**src/rtl/fifo_pop_packer_if.sv**
```systemverilog
// Pop-side FIFO handshake plus packed output beat channel for fifo_pop_packer.
// The packer takes the slave modport; whoever feeds and drains it takes the master modport.
interface fifo_pop_packer_if #(
  parameter int W  = 32,
  parameter int K  = 4,
  parameter int LW = $clog2(K + 1)
);
  logic               in_empty;
  logic [W-1:0]       in_data;
  logic               in_pop;
  logic               flush;
  logic               out_valid_r;
  logic [K*W-1:0]     out_data_r;
  logic [LW-1:0]      out_len_r;
  logic               out_accept;
  logic               busy_r;

  modport slave (
    input  in_empty, in_data, flush, out_accept,
    output in_pop, out_valid_r, out_data_r, out_len_r, busy_r
  );

  modport master (
    output in_empty, in_data, flush, out_accept,
    input  in_pop, out_valid_r, out_data_r, out_len_r, busy_r
  );
endinterface

```
**src/rtl/fifo_pop_packer.sv**
```systemverilog
// Drains a FIFO pop port and packs K consecutive W-bit entries into one beat.
// A flush emits the partial beat with its lane count so trailing data is not stranded.
module fifo_pop_packer #(
  parameter int W = 32,
  parameter int K = 4,
  localparam int LW = $clog2(K + 1)
) (
  input  logic                 clk,
  input  logic                 rst,
  fifo_pop_packer_if.slave     bus
);
  localparam logic [LW-1:0] LAST = LW'(K - 1);

  logic [LW-1:0]           cnt_r;
  logic                    flush_pend_r;
  logic [K-2:0][W-1:0]     acc_r;
  logic                    out_valid_r;
  logic [K*W-1:0]          out_data_r;
  logic [LW-1:0]           out_len_r;
  logic                    busy_r;

  logic                    w_out_free;
  logic                    w_pop;
  logic                    w_beat_load;
  logic                    w_flush_load;
  logic [LW-1:0]           w_cnt_next;
  logic                    w_pend_next;

  // The last lane may only be popped when the output register can take the beat.
  assign w_out_free   = ~out_valid_r | bus.out_accept;
  assign w_pop        = rst & ~bus.in_empty & ~bus.flush & ~flush_pend_r
                      & ((cnt_r != LAST) | w_out_free);
  assign w_beat_load  = w_pop & (cnt_r == LAST);
  assign w_flush_load = flush_pend_r & (cnt_r != '0) & w_out_free;

  always_comb begin
    w_cnt_next  = cnt_r;
    w_pend_next = flush_pend_r;
    if (w_beat_load || w_flush_load) begin
      w_cnt_next = '0;
    end else if (w_pop) begin
      w_cnt_next = cnt_r + LW'(1);
    end
    // A flush arriving while one is pending is dropped, not queued.
    if (flush_pend_r) begin
      if ((cnt_r == '0) || w_out_free) begin
        w_pend_next = 1'b0;
      end
    end else if (bus.flush) begin
      w_pend_next = 1'b1;
    end
  end

  always_ff @(posedge clk) begin
    if (!rst || w_beat_load || w_flush_load) begin
      acc_r <= '0;
    end else begin
      for (int i = 0; i < K - 1; i++) begin
        if (w_pop && (cnt_r == LW'(i))) begin
          acc_r[i] <= bus.in_data;
        end
      end
    end
  end

  always_ff @(posedge clk) begin
    if (!rst) begin
      cnt_r        <= '0;
      flush_pend_r <= 1'b0;
      busy_r       <= 1'b0;
      out_valid_r  <= 1'b0;
      out_data_r   <= '0;
      out_len_r    <= '0;
    end else begin
      cnt_r        <= w_cnt_next;
      flush_pend_r <= w_pend_next;
      busy_r       <= (w_cnt_next != '0) | w_pend_next;
      if (w_beat_load) begin
        out_data_r  <= {bus.in_data, acc_r};
        out_len_r   <= LW'(K);
        out_valid_r <= 1'b1;
      end else if (w_flush_load) begin
        out_data_r  <= {{W{1'b0}}, acc_r};
        out_len_r   <= cnt_r;
        out_valid_r <= 1'b1;
      end else if (bus.out_accept) begin
        out_valid_r <= 1'b0;
      end
    end
  end

  assign bus.in_pop      = w_pop;
  assign bus.out_valid_r = out_valid_r;
  assign bus.out_data_r  = out_data_r;
  assign bus.out_len_r   = out_len_r;
  assign bus.busy_r      = busy_r;

  always @(posedge clk) begin
    if (rst) begin
      assert (!(w_pop && bus.in_empty));
      assert (cnt_r <= LAST);
      assert (!(out_valid_r && (out_len_r == '0)));
    end
  end

  assert property (@(posedge clk) disable iff (!rst)
    (out_valid_r && !bus.out_accept) |=> ($stable(out_data_r) && $stable(out_len_r)));

endmodule

```
**src/flat_wrapper.sv**
```systemverilog
// flat-port wrapper written by rule: the top's interface ports become plain ports
module fifo_pop_packer_flat 
#(
  parameter int W = 32,
  parameter int K = 4,
  localparam int LW = $clog2(K + 1)
)
  (clk, rst, bus_in_empty, bus_in_data, bus_flush, bus_out_accept, bus_in_pop, bus_out_valid_r, bus_out_data_r, bus_out_len_r, bus_busy_r);
  fifo_pop_packer_if #(.W(W), .K(K)) bus_i ();
  input  logic clk;
  input  logic rst;
  input wire logic [$bits(bus_i.in_empty)-1:0] bus_in_empty;
  input wire logic [$bits(bus_i.in_data)-1:0] bus_in_data;
  input wire logic [$bits(bus_i.flush)-1:0] bus_flush;
  input wire logic [$bits(bus_i.out_accept)-1:0] bus_out_accept;
  output wire logic [$bits(bus_i.in_pop)-1:0] bus_in_pop;
  output wire logic [$bits(bus_i.out_valid_r)-1:0] bus_out_valid_r;
  output wire logic [$bits(bus_i.out_data_r)-1:0] bus_out_data_r;
  output wire logic [$bits(bus_i.out_len_r)-1:0] bus_out_len_r;
  output wire logic [$bits(bus_i.busy_r)-1:0] bus_busy_r;
  assign bus_i.in_empty = bus_in_empty;
  assign bus_i.in_data = bus_in_data;
  assign bus_i.flush = bus_flush;
  assign bus_i.out_accept = bus_out_accept;
  assign bus_in_pop = bus_i.in_pop;
  assign bus_out_valid_r = bus_i.out_valid_r;
  assign bus_out_data_r = bus_i.out_data_r;
  assign bus_out_len_r = bus_i.out_len_r;
  assign bus_busy_r = bus_i.busy_r;
  fifo_pop_packer #(.W(W), .K(K)) u_core (.clk(clk), .rst(rst), .bus(bus_i));
endmodule
```
**config.mk**
```make
export PLATFORM = sky130hd
export DESIGN_NAME = fifo_pop_packer_flat
export DESIGN_NICKNAME = d
export VERILOG_FILES = /design/src/rtl/fifo_pop_packer_if.sv /design/src/rtl/fifo_pop_packer.sv /design/src/flat_wrapper.sv
export SDC_FILE = /design/constraint.sdc
export NUM_CORES = 1
export LEC_CHECK = 0
export ABC_AREA = 1
export CORE_MARGIN = 5
export CORE_UTILIZATION = 51
export CTS_CLUSTER_SIZE = 24
export DETAILED_ROUTE_END_ITERATION = 16
export GPL_TIMING_DRIVEN = 0
export PLACE_DENSITY = 0.81
export SLEW_MARGIN = 0
export SYNTH_ARGS = -nofsm -noshare
export SYNTH_HDL_FRONTEND = slang
export SYNTH_SLANG_ARGS = --single-unit
```
**constraint.sdc**
```tcl
create_clock -name clk -period 2.5 [get_ports clk]
set_input_delay 0.75 -clock clk [delete_from_list [all_inputs] [get_ports clk]]
set_output_delay 0.75 -clock clk [all_outputs]
set_load 0.1 [all_outputs]
```
==> results by group, run 1 <==
Setup path
  – Largest fanout on the critical path: 4
  – Critical path's top delay family: buffers and inverters
  – CP required: 1.75 ns
  – R2R Setup Slk: 0.32 ns
  – Crit Path Class: input port to primary output
  – Startpoint Class: input port
  – CP peak stage delay: 0.45 ns
  – Arr. time, crit path: 1.75 ns
  – Worst Path Buf+Inv: 3
  – Reg2reg end: u_core.acc_r[9]$_SDFFE_PP0P_
  – Slowest-stage cell, CP: clkdlybuf4s50_1
  – Worst-path cell chain: clkdlybuf4s50_1, nor2_2, nand3_4, inv_6, buf_12
  – R2r startpoint: u_core.cnt_r[0]$_SDFF_PN0_
  – Endpoint type of the worst setup path: primary output
  – Worst r2r path cells: 10

Route
  – Detailed-route wire length: 24700 um
  – 1st-iter DRT viols: 685
  – Drt pass-1 iters: 6
  – Final ANT Viol Nets: 0
  – Vias: 7880
  – Drt wl/cell: 16.7 um
  – Vias/cell: 5.33
  – DRC Markers: 0

Place
  – DP HPWL: 17800 um
  – Port Buffers: 170
  – Placed insts: 1436
  – DP Area: 0.0103 mm^2
  – RD Place Congestion: 0.852

Layout
  – N_diodes: 0
  – Most frequent cells in the layout: dfxtp_1, nand2_1, nor2_1, dlygate4sd2_1, nand3_1
  – Layout Area Growth over Synthesis: 31.2%
  – Share of cells above drive strength 1: 0.0855
  – Non-Filler Instances: 1479
  – # fillers: 1361
  – Fin util: 0.685
  – Commonest non-fill, non-tap cell in the layout: dfxtp_1
  – Total Nets Final: 1290
  – Fin area: 0.0109 mm^2

Synth
  – Syn nets: 1092
  – Mapped Cells: 1050
  – Seq cells post-synth: 233
  – Distinct cell type count of the synthesized netlist: 24
  – Yosys top cell area share: 0.560
  – Avg Cell Area, Syn: 7.93 um^2
  – Yosys top cell by area: dfxtp_1
  – Number of synthesized flops with an enable pin: 0
  – Top post-synthesis cells by area: dfxtp_1, nand2_1, nor2_1
  – Post-synth ARST share: 0
  – Sequential-to-total area share from yosys stat: 0.560
  – Yosys warns: 0
  – Post-synth top flop: dfxtp_1
  – Netlist Area Pre-Place: 0.00833 mm^2

Clock network
  – Clk Latency, worst-skew pair: 0.49 ns
  – Sink Count: 233
  – Root Driver: clkbuf_16
  – CTS tree: built
  – CTS Buffer Depth: 3
  – TritonCTS Buffers: 23
  – H-tree depth: 1
  – Worst-path clk slew: 0.06 ns

Power and ir drop
  – Lkg Pwr: 0.00515 uW
  – Peak supply drop: 0.432 mV
  – Pwr per Cell Area: 736 mW/mm^2

Timing
  – Final hold vios: 0
  – RSZ-0062 raised after global routing: true
  – Slew margin rel.: 0.316
  – Worst Skew: 0.0117 ns
  – Min Tclk post-route: 2.50 ns
  – Post-route worst setup slack: -0.00304 ns
  – Period utilization: 1.00
  – Worst-Margin Slew: 1.03 ns
  – Final setup vio count: 1
  – Peak Freq: 400 MHz
  – Slew Viols, Final: 0

Global route
  – Initial antenna violation count: 0
  – Vias in the first global route: 7344
  – Largest net degree at the start of global routing: 16
  – First-pass GRT wire length: 38100 um
  – Grt total ovfl: 0
  – GR Util All Layers: 0.252

Min path
  – Worst hold endpoint: u_core.bus.out_data_r[125]$_SDFFE_PN0P_
  – Hold Path Class: flop to flop
  – Hold Crit Start: u_core.bus.out_data_r[125]$_SDFFE_PN0P_
  – Hold path cells: 2

Floorplan
  – Chip width: 138 um
  – Starting Density: 0.522
  – Die Y: 138 um
  – Die area: 0.0190 mm^2
  – Num ports: 171
  – Row count: 46
  – Core ar.: 0.0159 mm^2

Outcome
  – Violated checks: setup timing
  – Outcome: finished with violations

Run
  – Max-cap violations: 0
-- Yosys cell counts (3+ instances only) --
library cell / number
a21oi_1: 97
buf_2: 39
buf_4: 5
buf_6: 8
clkbuf_1: 21
dfxtp_1: 233
ha_1: 5
inv_1: 11
inv_2: 3
nand2_1: 210
nand3_1: 101
nand3_2: 3
nor2_1: 204
o21ai_0: 87
o21ai_1: 11
-- stage by stage --
stage	setup WS, ns	hold slack [ns]	total power (uW)	TNS, ns
after floorplan	0.0743	0.440	4560	0
after global placement	-1.44	0.429	4870	-15.31
after detailed placement	-1.47	0.434	4880	-16.50
after CTS	-0.224	0.446	8030	-0.224
after global routing	-0.0429	0.455	8270	-0.0592
final	-0.00304	0.445	8040	-0.00304
-- where the power goes --
| group | switching (uW) | internal (uW) | leakage, uW |
|---|---|---|---|
| clock | 1370 | 1890 | 0.000340 |
| sequential | 42.5 | 3790 | 0.00188 |
| combinational | 738 | 198 | 0.00293 |
-- area by class of cell --
cell class / instances / area (um^2) / share of cell area
buffer: 74 / 404 / 0.0370
clock buffer: 37 / 658 / 0.0603
clock inverter: 3 / 40.0 / 0.00367
inverter: 15 / 63.8 / 0.00584
multi-input combinational: 727 / 3230 / 0.295
sequential: 233 / 4670 / 0.427
tap: 216 / 270 / 0.0247
timing repair buffer: 174 / 1590 / 0.146
-- worst reg2reg max path, stage by stage (launching register included) --
cell and delay, ns:
dfxtp_2 0.36, ha_1 0.16, ha_2 0.21, nand3_4 0.11, nand3_4 0.10, inv_6 0.06
buf_4 0.19, nand2_1 0.19, buf_1 0.46, nand2_1 0.13, a21oi_1 0.14
-- kinds of logic after synthesis --
group | count (synthesis) | share of synthesized area
AO/OA/AOI/OAI | 196 | 0.118
adder cells (fa/ha/maj) | 5 | 0.00751
buffers and inverters | 90 | 0.0562
flip-flops | 233 | 0.560
AND/OR/NAND/NOR | 526 | 0.258
-- registers in the layout (all words and copies together) (netlist names) --
name,flops
u_core.acc_r,96
u_core.bus.out_len_r,3
u_core.bus.out_valid_r,1
u_core.bus.out_data_r,128
u_core.bus.busy_r,1
u_core.flush_pend_r,1
u_core.cnt_r,3
-- timing repair --
item                                    CTS  global route
gates resized for setup                 145            33
endpoints found under the setup margin  134            26
hold buffers                              0             0
buffers inserted                          1             3
pin swaps                                 0             1
-- per-layer routing --
metal | global-route usage | wire length (um) | up-vias
li1 | - | - | 3816
met1 | 0.325 | 10200 | 3685
met2 | 0.423 | 11700 | 332
met3 | 0.0548 | 2200 | 47
met4 | 0.0785 | 701 | 0
met5 | 0 | 0 | -
-- how the worst max path moves through the flow --
stage	startpoint	end	slack, ns	depth (start not counted)
5_1_grt	bus_in_empty	bus_in_pop	-0.04	5
2_1_floorplan	bus_out_accept	bus_in_pop	0.07	5
4_1_cts	u_core.cnt_r[0]$_SDFF_PN0_	bus_in_pop	-0.22	6
6_report	bus_in_empty	bus_in_pop	-0.003	5
3_3_place_gp	rst	bus_in_pop	-1.44	7
3_5_place_dp	rst	bus_in_pop	-1.47	7
(Power assumes the default switching activity.)
==> run 2, diff against run 1 <==
CORE_UTILIZATION = 38   (was 51)
PLACE_DENSITY = 0.63   (was 0.81)
==> run 2 against run 1 <==
Compared with the run above:
- the flow now finishes without violations
- die area grew 32%
- global-route usage shrank 5.5 points
- core utilization shrank 17 points
- clock skew shrank 0.0047 ns
- first-iteration DRC count shrank 41%
- total power grew 2.3%
- setup slack gained 0.023 ns
- largest power group unchanged
==> results by group, run 2 (same netlist as run 1, synthesis figures left out) <==
Outcome
  – Outcome: finished clean (was finished with violations)

Timing
  – Worst Skew: 0.00704 ns (was 0.0117 ns)
  – Final setup vio count: 0 (was 1)
  – Final hold vios: 0 (unchanged)
  – Slew Viols, Final: 0 (unchanged)
  – Period utilization: 0.992 (was 1.00)
  – Min Tclk post-route: 2.48 ns (was 2.50 ns)
  – Peak Freq: 403 MHz (was 400 MHz)
  – Worst-Margin Slew: 1.02 ns (was 1.03 ns)
  – Setup TNS: 0 ns (was -0.00304 ns)
  – Slew margin rel.: 0.325 (was 0.316)

Layout
  – Storage cell area: 0.00467 mm^2 (unchanged)
  – Share of cells above drive strength 1: 0.0997 (was 0.0855)
  – Top flop regs: u_core.bus.out_data_r: 128 flops, u_core.acc_r: 96 flops (unchanged)
  – # fillers: 2166 (was 1361)
  – Fin util: 0.510 (was 0.685)
  – Area of the multi-input gates: 0.00322 mm^2 (was 0.00323 mm^2)
  – Most frequent cells in the layout: dfxtp_1, nand2_1, nor2_1, nand3_1, a21oi_1 (was dfxtp_1, nand2_1, nor2_1, dlygate4sd2_1, nand3_1)
  – Commonest non-fill, non-tap cell in the layout: dfxtp_1 (unchanged)
  – Largest register FFs: 128 (unchanged)
  – Total Nets Final: 1293 (was 1290)
  – Layout Area Growth over Synthesis: 32.9% (was 31.2%)
  – Largest Register: u_core.bus.out_data_r (unchanged)
  – N_diodes: 0 (unchanged)
  – Non-Filler Instances: 1544 (was 1479)

Global route
  – Initial antenna violation count: 0 (unchanged)
  – Grt total ovfl: 0 (unchanged)
  – Largest net degree at the start of global routing: 19 (was 16)
  – First-pass GRT wire length: 39500 um (was 38100 um)
  – GR Util All Layers: 0.197 (was 0.252)
  – Vias in the first global route: 7302 (was 7344)

Min path
  – Worst hold endpoint: u_core.bus.out_data_r[123]$_SDFFE_PN0P_ (was u_core.bus.out_data_r[125]$_SDFFE_PN0P_)
  – Hold Path Class: flop to flop (unchanged)
  – Hold path cells: 2 (unchanged)
  – Hold Crit Start: u_core.bus.out_data_r[123]$_SDFFE_PN0P_ (was u_core.bus.out_data_r[125]$_SDFFE_PN0P_)

Place
  – RD Place Congestion: 0.818 (was 0.852)
  – DP HPWL: 18500 um (was 17800 um)
  – Port Buffers: 170 (unchanged)
  – Placed insts: 1500 (was 1436)

Floorplan
  – Num ports: 171 (unchanged)
  – Starting Density: 0.384 (was 0.522)
  – Die area: 0.0250 mm^2 (was 0.0190 mm^2)
  – Row count: 54 (was 46)
  – Die Y: 158 um (was 138 um)
  – Core ar.: 0.0217 mm^2 (was 0.0159 mm^2)
  – Chip width: 158 um (was 138 um)

Clock network
  – Worst-path clk slew: 0.06 ns (about the same)
  – CTS tree: built (unchanged)
  – Clk Latency, worst-skew pair: 0.51 ns (was 0.49 ns)
  – CTS Buffer Depth: 3 (unchanged)
  – Sink Count: 233 (unchanged)
  – CTS Hold Bufs: 0 (unchanged)
  – Root Driver: clkbuf_16 (unchanged)
  – TritonCTS Buffers: 25 (was 23)
  – H-tree depth: 1 (unchanged)

Power and ir drop
  – Lkg Pwr: 0.00503 uW (was 0.00515 uW)
  – Switching power: 2210 uW (was 2150 uW)
  – Pwr per Cell Area: 743 mW/mm^2 (was 736 mW/mm^2)
  – Comb pwr share: 0.114 (was 0.116)
  – Power share of the clock group: 0.419 (was 0.406)
  – Sequential share of power: 0.466 (was 0.477)
  – Switching share of total power: 0.268 (about the same)
  – Peak supply drop: 0.456 mV (was 0.432 mV)
  – P_int: 6020 uW (was 5890 uW)

Route
  – Drt wl/cell: 16.4 um (was 16.7 um)
  – Final ANT Viol Nets: 0 (unchanged)
  – Vias/cell: 4.92 (was 5.33)
  – 1st-iter DRT viols: 403 (was 685)
  – Vias: 7596 (was 7880)
  – DRC Markers: 0 (unchanged)
  – Detailed-route wire length: 25300 um (was 24700 um)
  – Drt pass-1 iters: 5 (was 6)

Setup path
  – Startpoint Class: input port (unchanged)
  – Slowest-stage cell, CP: clkdlybuf4s50_1 (unchanged)
  – R2R Setup Slk: 0.36 ns (was 0.32 ns)
  – Reg2reg end: u_core.acc_r[5]$_SDFFE_PP0P_ (was u_core.acc_r[9]$_SDFFE_PP0P_)
  – CP required: 1.75 ns (about the same)
  – Crit Path Class: input port to primary output (unchanged)
  – CP peak stage delay: 0.44 ns (was 0.45 ns)
  – Endpoint type of the worst setup path: primary output (unchanged)
  – Worst-path cell chain: clkdlybuf4s50_1, nor2_1, nand3_4, clkinv_4, buf_12 (was clkdlybuf4s50_1, nor2_2, nand3_4, inv_6, buf_12)
  – Arr. time, crit path: 1.73 ns (was 1.75 ns)
  – Worst r2r path cells: 10 (unchanged)
  – Largest fanout on the critical path: 3 (was 4)
  – R2r startpoint: u_core.cnt_r[0]$_SDFF_PN0_ (unchanged)

Run
  – Max-cap violations: 0 (unchanged)
[run 2: what timing repair did]
item,in CTS,in global routing
gates cloned,0,0
gates resized for setup,167,66
hold endpoints to repair,0,0
buffers inserted,1,4
endpoints found under the setup margin,134,56
pin swaps,0,1
[run 2: final cells by class]
class | instances | area share
Timing Repair Buffer | 175 | 0.144
Clock inverter | 3 | 0.00170
Sequential cell | 233 | 0.422
Tap cell | 280 | 0.0317
Multi-Input combinational cell | 727 | 0.291
Clock buffer | 37 | 0.0669
Buffer | 74 | 0.0365
Inverter | 15 | 0.00577
[run 2: critical path: cells and delay by family]
kind / cells / cell delay (ns)
buffers and inverters: 3 / 0.68
and+or+nand+nor: 2 / 0.30
[run 2: power groups by stage]
| stage | registers [uW] | logic, uW | clock network (uW) |
|---|---|---|---|
| after floorplan | 4320 | 242 | 0 |
| after global routing | 3840 | 992 | 3670 |
| after detailed placement | 3920 | 969 | 0 |
| after CTS | 3830 | 940 | 3510 |
| after global placement | 3920 | 967 | 0 |
| final | 3840 | 938 | 3450 |
[run 2: layer usage]
metal | up-vias | wire length, um | track usage
li1 | 3815 | - | -
met1 | 3522 | 11500 | 0.267
met2 | 216 | 11700 | 0.327
met3 | 43 | 1590 | 0.0391
met4 | 0 | 543 | 0.0447
met5 | - | 0 | 0
[run 2: worst max-delay path by stage]
stage	slack (ns)	start	to
6_report	0.02	bus_in_empty	bus_in_pop
5_1_grt	-0.01	bus_in_empty	bus_in_pop
4_1_cts	0.00008	u_core.bus.out_data_r[0]$_SDFFE_PN0P_	bus_out_data_r[0]
3_5_place_dp	-1.48	rst	bus_in_pop
3_3_place_gp	-1.49	rst	bus_in_pop
2_1_floorplan	0.07	bus_out_accept	bus_in_pop
[run 2: metrics by stage]
stage | instance area, um^2 | total power, uW | worst slack [ns] | hold slack (ns)
2_1_floorplan | 8330 | 4560 | 0.0743 | 0.440
3_3_place_gp | 10400 | 4880 | -1.49 | 0.428
3_5_place_dp | 10400 | 4880 | -1.48 | 0.432
4_1_cts | 11000 | 8280 | 0.0000804 | 0.443
5_1_grt | 11100 | 8500 | -0.00999 | 0.458
6_report | 11100 | 8220 | 0.0195 | 0.439
==> run 3, diff against run 2 <==
CORE_UTILIZATION = 50   (was 38)
GPL_ROUTABILITY_DRIVEN = 0   (was not set)
PLACE_DENSITY = 0.79   (was 0.63)
==> run 3 against run 2 <==
Compared with the run above:
- cell area down 0.84%
- via count rose by 2.3%
- combinational power shrank 0.9%
- highest routed layer unchanged
- critical path type is now flop to primary output
- sequential share of layout area is 0.36 points higher
- count of clock-buffer cells in the layout increased by 2
- largest cell class unchanged
==> results by group, run 3 (same netlist as run 1, synthesis figures left out) <==
Setup path
  – Arr. time, crit path: 1.74 ns (was 1.73 ns)
  – Worst-path cell chain: dlygate4sd2_1 (was clkdlybuf4s50_1, nor2_1, nand3_4, clkinv_4, buf_12)
  – Endpoint type of the worst setup path: primary output (unchanged)
  – Slowest-stage cell, CP: dlygate4sd2_1 (was clkdlybuf4s50_1)
  – R2r startpoint: u_core.cnt_r[1]$_SDFF_PN0_ (was u_core.cnt_r[0]$_SDFF_PN0_)
  – Worst r2r path cells: 10 (unchanged)
  – R2R Setup Slk: 0.29 ns (was 0.36 ns)
  – Critical path's top delay family: buffers and inverters (unchanged)
  – Largest fanout on the critical path: 2 (was 3)
  – CP required: 1.75 ns (about the same)
  – Worst Path Buf+Inv: 1 (was 3)
  – Startpoint Class: flop (was input port)
  – Reg2reg end: u_core.acc_r[6]$_SDFFE_PP0P_ (was u_core.acc_r[5]$_SDFFE_PP0P_)
  – Crit Path Class: flop to primary output (was input port to primary output)
  – CP peak stage delay: 0.90 ns (was 0.44 ns)

Place
  – DP HPWL: 17600 um (was 18500 um)
  – Pre-CTS setup slack: -1.45 ns (was -1.48 ns)
  – Port Buffers: 170 (unchanged)
  – DP Area: 0.0103 mm^2 (was 0.0104 mm^2)

Timing
  – Final setup vio count: 0 (unchanged)
  – Setup TNS: 0 ns (unchanged)
  – Worst-Margin Slew: 1.04 ns (was 1.02 ns)
  – Slew margin rel.: 0.312 (was 0.325)
  – Min Tclk post-route: 2.49 ns (was 2.48 ns)
  – Period utilization: 0.996 (was 0.992)
  – Final hold vios: 0 (unchanged)
  – Peak Freq: 402 MHz (was 403 MHz)
  – Post-route worst setup slack: 0.0112 ns (was 0.0195 ns)
  – Worst Skew: 0.00835 ns (was 0.00704 ns)
  – Slew Viols, Final: 0 (unchanged)

Clock network
  – Sink Count: 233 (unchanged)
  – Root Driver: clkbuf_16 (unchanged)
  – CTS tree: built (unchanged)
  – TritonCTS Buffers: 24 (was 25)
  – CTS Buffer Depth: 3 (unchanged)
  – Clk Latency, worst-skew pair: 0.51 ns (about the same)
  – H-tree depth: 1 (unchanged)
  – CTS Hold Bufs: 0 (unchanged)
  – Worst-path clk slew: 0.06 ns (about the same)

Route
  – Drt pass-1 iters: 5 (unchanged)
  – Final ANT Viol Nets: 0 (unchanged)
  – Vias/cell: 5.23 (was 4.92)
  – DRC Markers: 0 (unchanged)
  – Drt wl/cell: 16.4 um (about the same)
  – Detailed-route wire length: 24300 um (was 25300 um)
  – Vias: 7772 (was 7596)
  – 1st-iter DRT viols: 567 (was 403)

Global route
  – First-pass GRT wire length: 38400 um (was 39500 um)
  – Grt total ovfl: 0 (unchanged)
  – Vias in the first global route: 7351 (was 7302)
  – Initial antenna violation count: 0 (unchanged)
  – Largest net degree at the start of global routing: 19 (unchanged)
  – GR Util All Layers: 0.239 (was 0.197)

Layout
  – Total Nets Final: 1290 (was 1293)
  – Largest Register: u_core.bus.out_data_r (unchanged)
  – Commonest non-fill, non-tap cell in the layout: dfxtp_1 (unchanged)
  – Share of cells above drive strength 1: 0.0956 (was 0.0997)
  – Fin area: 0.0110 mm^2 (was 0.0111 mm^2)
  – Top flop regs: u_core.bus.out_data_r: 128 flops, u_core.acc_r: 96 flops (unchanged)
  – Layout Area Growth over Synthesis: 31.8% (was 32.9%)
  – Most frequent cells in the layout: dfxtp_1, nand2_1, nor2_1, nand3_1 (was dfxtp_1, nand2_1, nor2_1, nand3_1, a21oi_1)
  – N_diodes: 0 (unchanged)
  – Largest register FFs: 128 (unchanged)

Min path
  – Hold Path Class: flop to flop (unchanged)
  – Hold path cells: 2 (unchanged)
  – Hold Crit Start: u_core.bus.out_data_r[103]$_SDFFE_PN0P_ (was u_core.bus.out_data_r[123]$_SDFFE_PN0P_)
  – Worst hold endpoint: u_core.bus.out_data_r[103]$_SDFFE_PN0P_ (was u_core.bus.out_data_r[123]$_SDFFE_PN0P_)

Power and ir drop
  – Tot Pwr: 8210 uW (was 8220 uW)
  – Pwr per Cell Area: 749 mW/mm^2 (was 743 mW/mm^2)
  – Lkg Pwr: 0.00510 uW (was 0.00503 uW)
  – Peak supply drop: 0.500 mV (was 0.456 mV)

Floorplan
  – Num ports: 171 (unchanged)
  – Core ar.: 0.0165 mm^2 (was 0.0217 mm^2)
  – Starting Density: 0.506 (was 0.384)
  – Chip width: 139 um (was 158 um)
  – Die area: 0.0193 mm^2 (was 0.0250 mm^2)
  – Row count: 47 (was 54)
  – Die Y: 139 um (was 158 um)

Outcome
  – Outcome: finished clean (unchanged)

Run
  – Max-cap violations: 0 (unchanged)
[run 3: cell types whose count changed in the layout (fill, tap and decap cells not counted), sizes merged, moves of 2 or more]
cell and change:
dlygate4sd2 +24, clkdlybuf4s15 -20, clkbuf -2, buf -2
[run 3: metal layers]
| layer | wire length [um] | vias up | GRT usage |
|---|---|---|---|
| li1 | - | 3820 | - |
| met1 | 10500 | 3598 | 0.324 |
| met2 | 11200 | 312 | 0.388 |
| met3 | 1960 | 42 | 0.0497 |
| met4 | 611 | 0 | 0.0721 |
| met5 | 0 | - | 0 |
[run 3: worst max-delay path by stage]
stage	start	end	slack, ns	cells after the start
2_1_floorplan	bus_out_accept	bus_in_pop	0.07	5
3_3_place_gp	rst	bus_in_pop	-1.44	7
5_1_grt	bus_out_accept	bus_in_pop	-0.004	6
3_5_place_dp	bus_out_accept	bus_in_pop	-1.45	7
6_report	u_core.bus.out_data_r[95]$_SDFFE_PN0P_	bus_out_data_r[95]	0.01	1
4_1_cts	u_core.cnt_r[1]$_SDFF_PN0_	bus_in_pop	-0.02	6
[run 3: cell type report]
cell class                      count  area (um^2)
Fill cell                        1412         5490
Sequential cell                   233         4670
Multi-Input combinational cell    727         3230
Timing Repair Buffer              173         1570
Clock buffer                       39          738
Buffer                             74          404
Tap cell                          220          275
Inverter                           15         63.8
Clock inverter                      5         28.8
[run 3: metrics by stage]
step | instances | util | hold WS, ns
final | 1486 | 0.666 | 0.441
after CTS | 1484 | 0.666 | 0.442
after floorplan | 1050 | - | 0.440
after global routing | 1486 | 0.666 | 0.460
after global placement | 1440 | 0.626 | 0.427
after detailed placement | 1440 | 0.626 | 0.435
[run 3: report_power, final]
group	switching (uW)	total, uW	internal [uW]
logic	732	930	198
clock network	1430	3450	2020
registers	44.0	3840	3790
[run 3: repair_timing]
action | 4_1_cts | 5_1_grt
pin swaps | 1 | 2
buffers inserted | 1 | 2
setup endpoints to repair | 134 | 32
gates resized for setup | 164 | 40
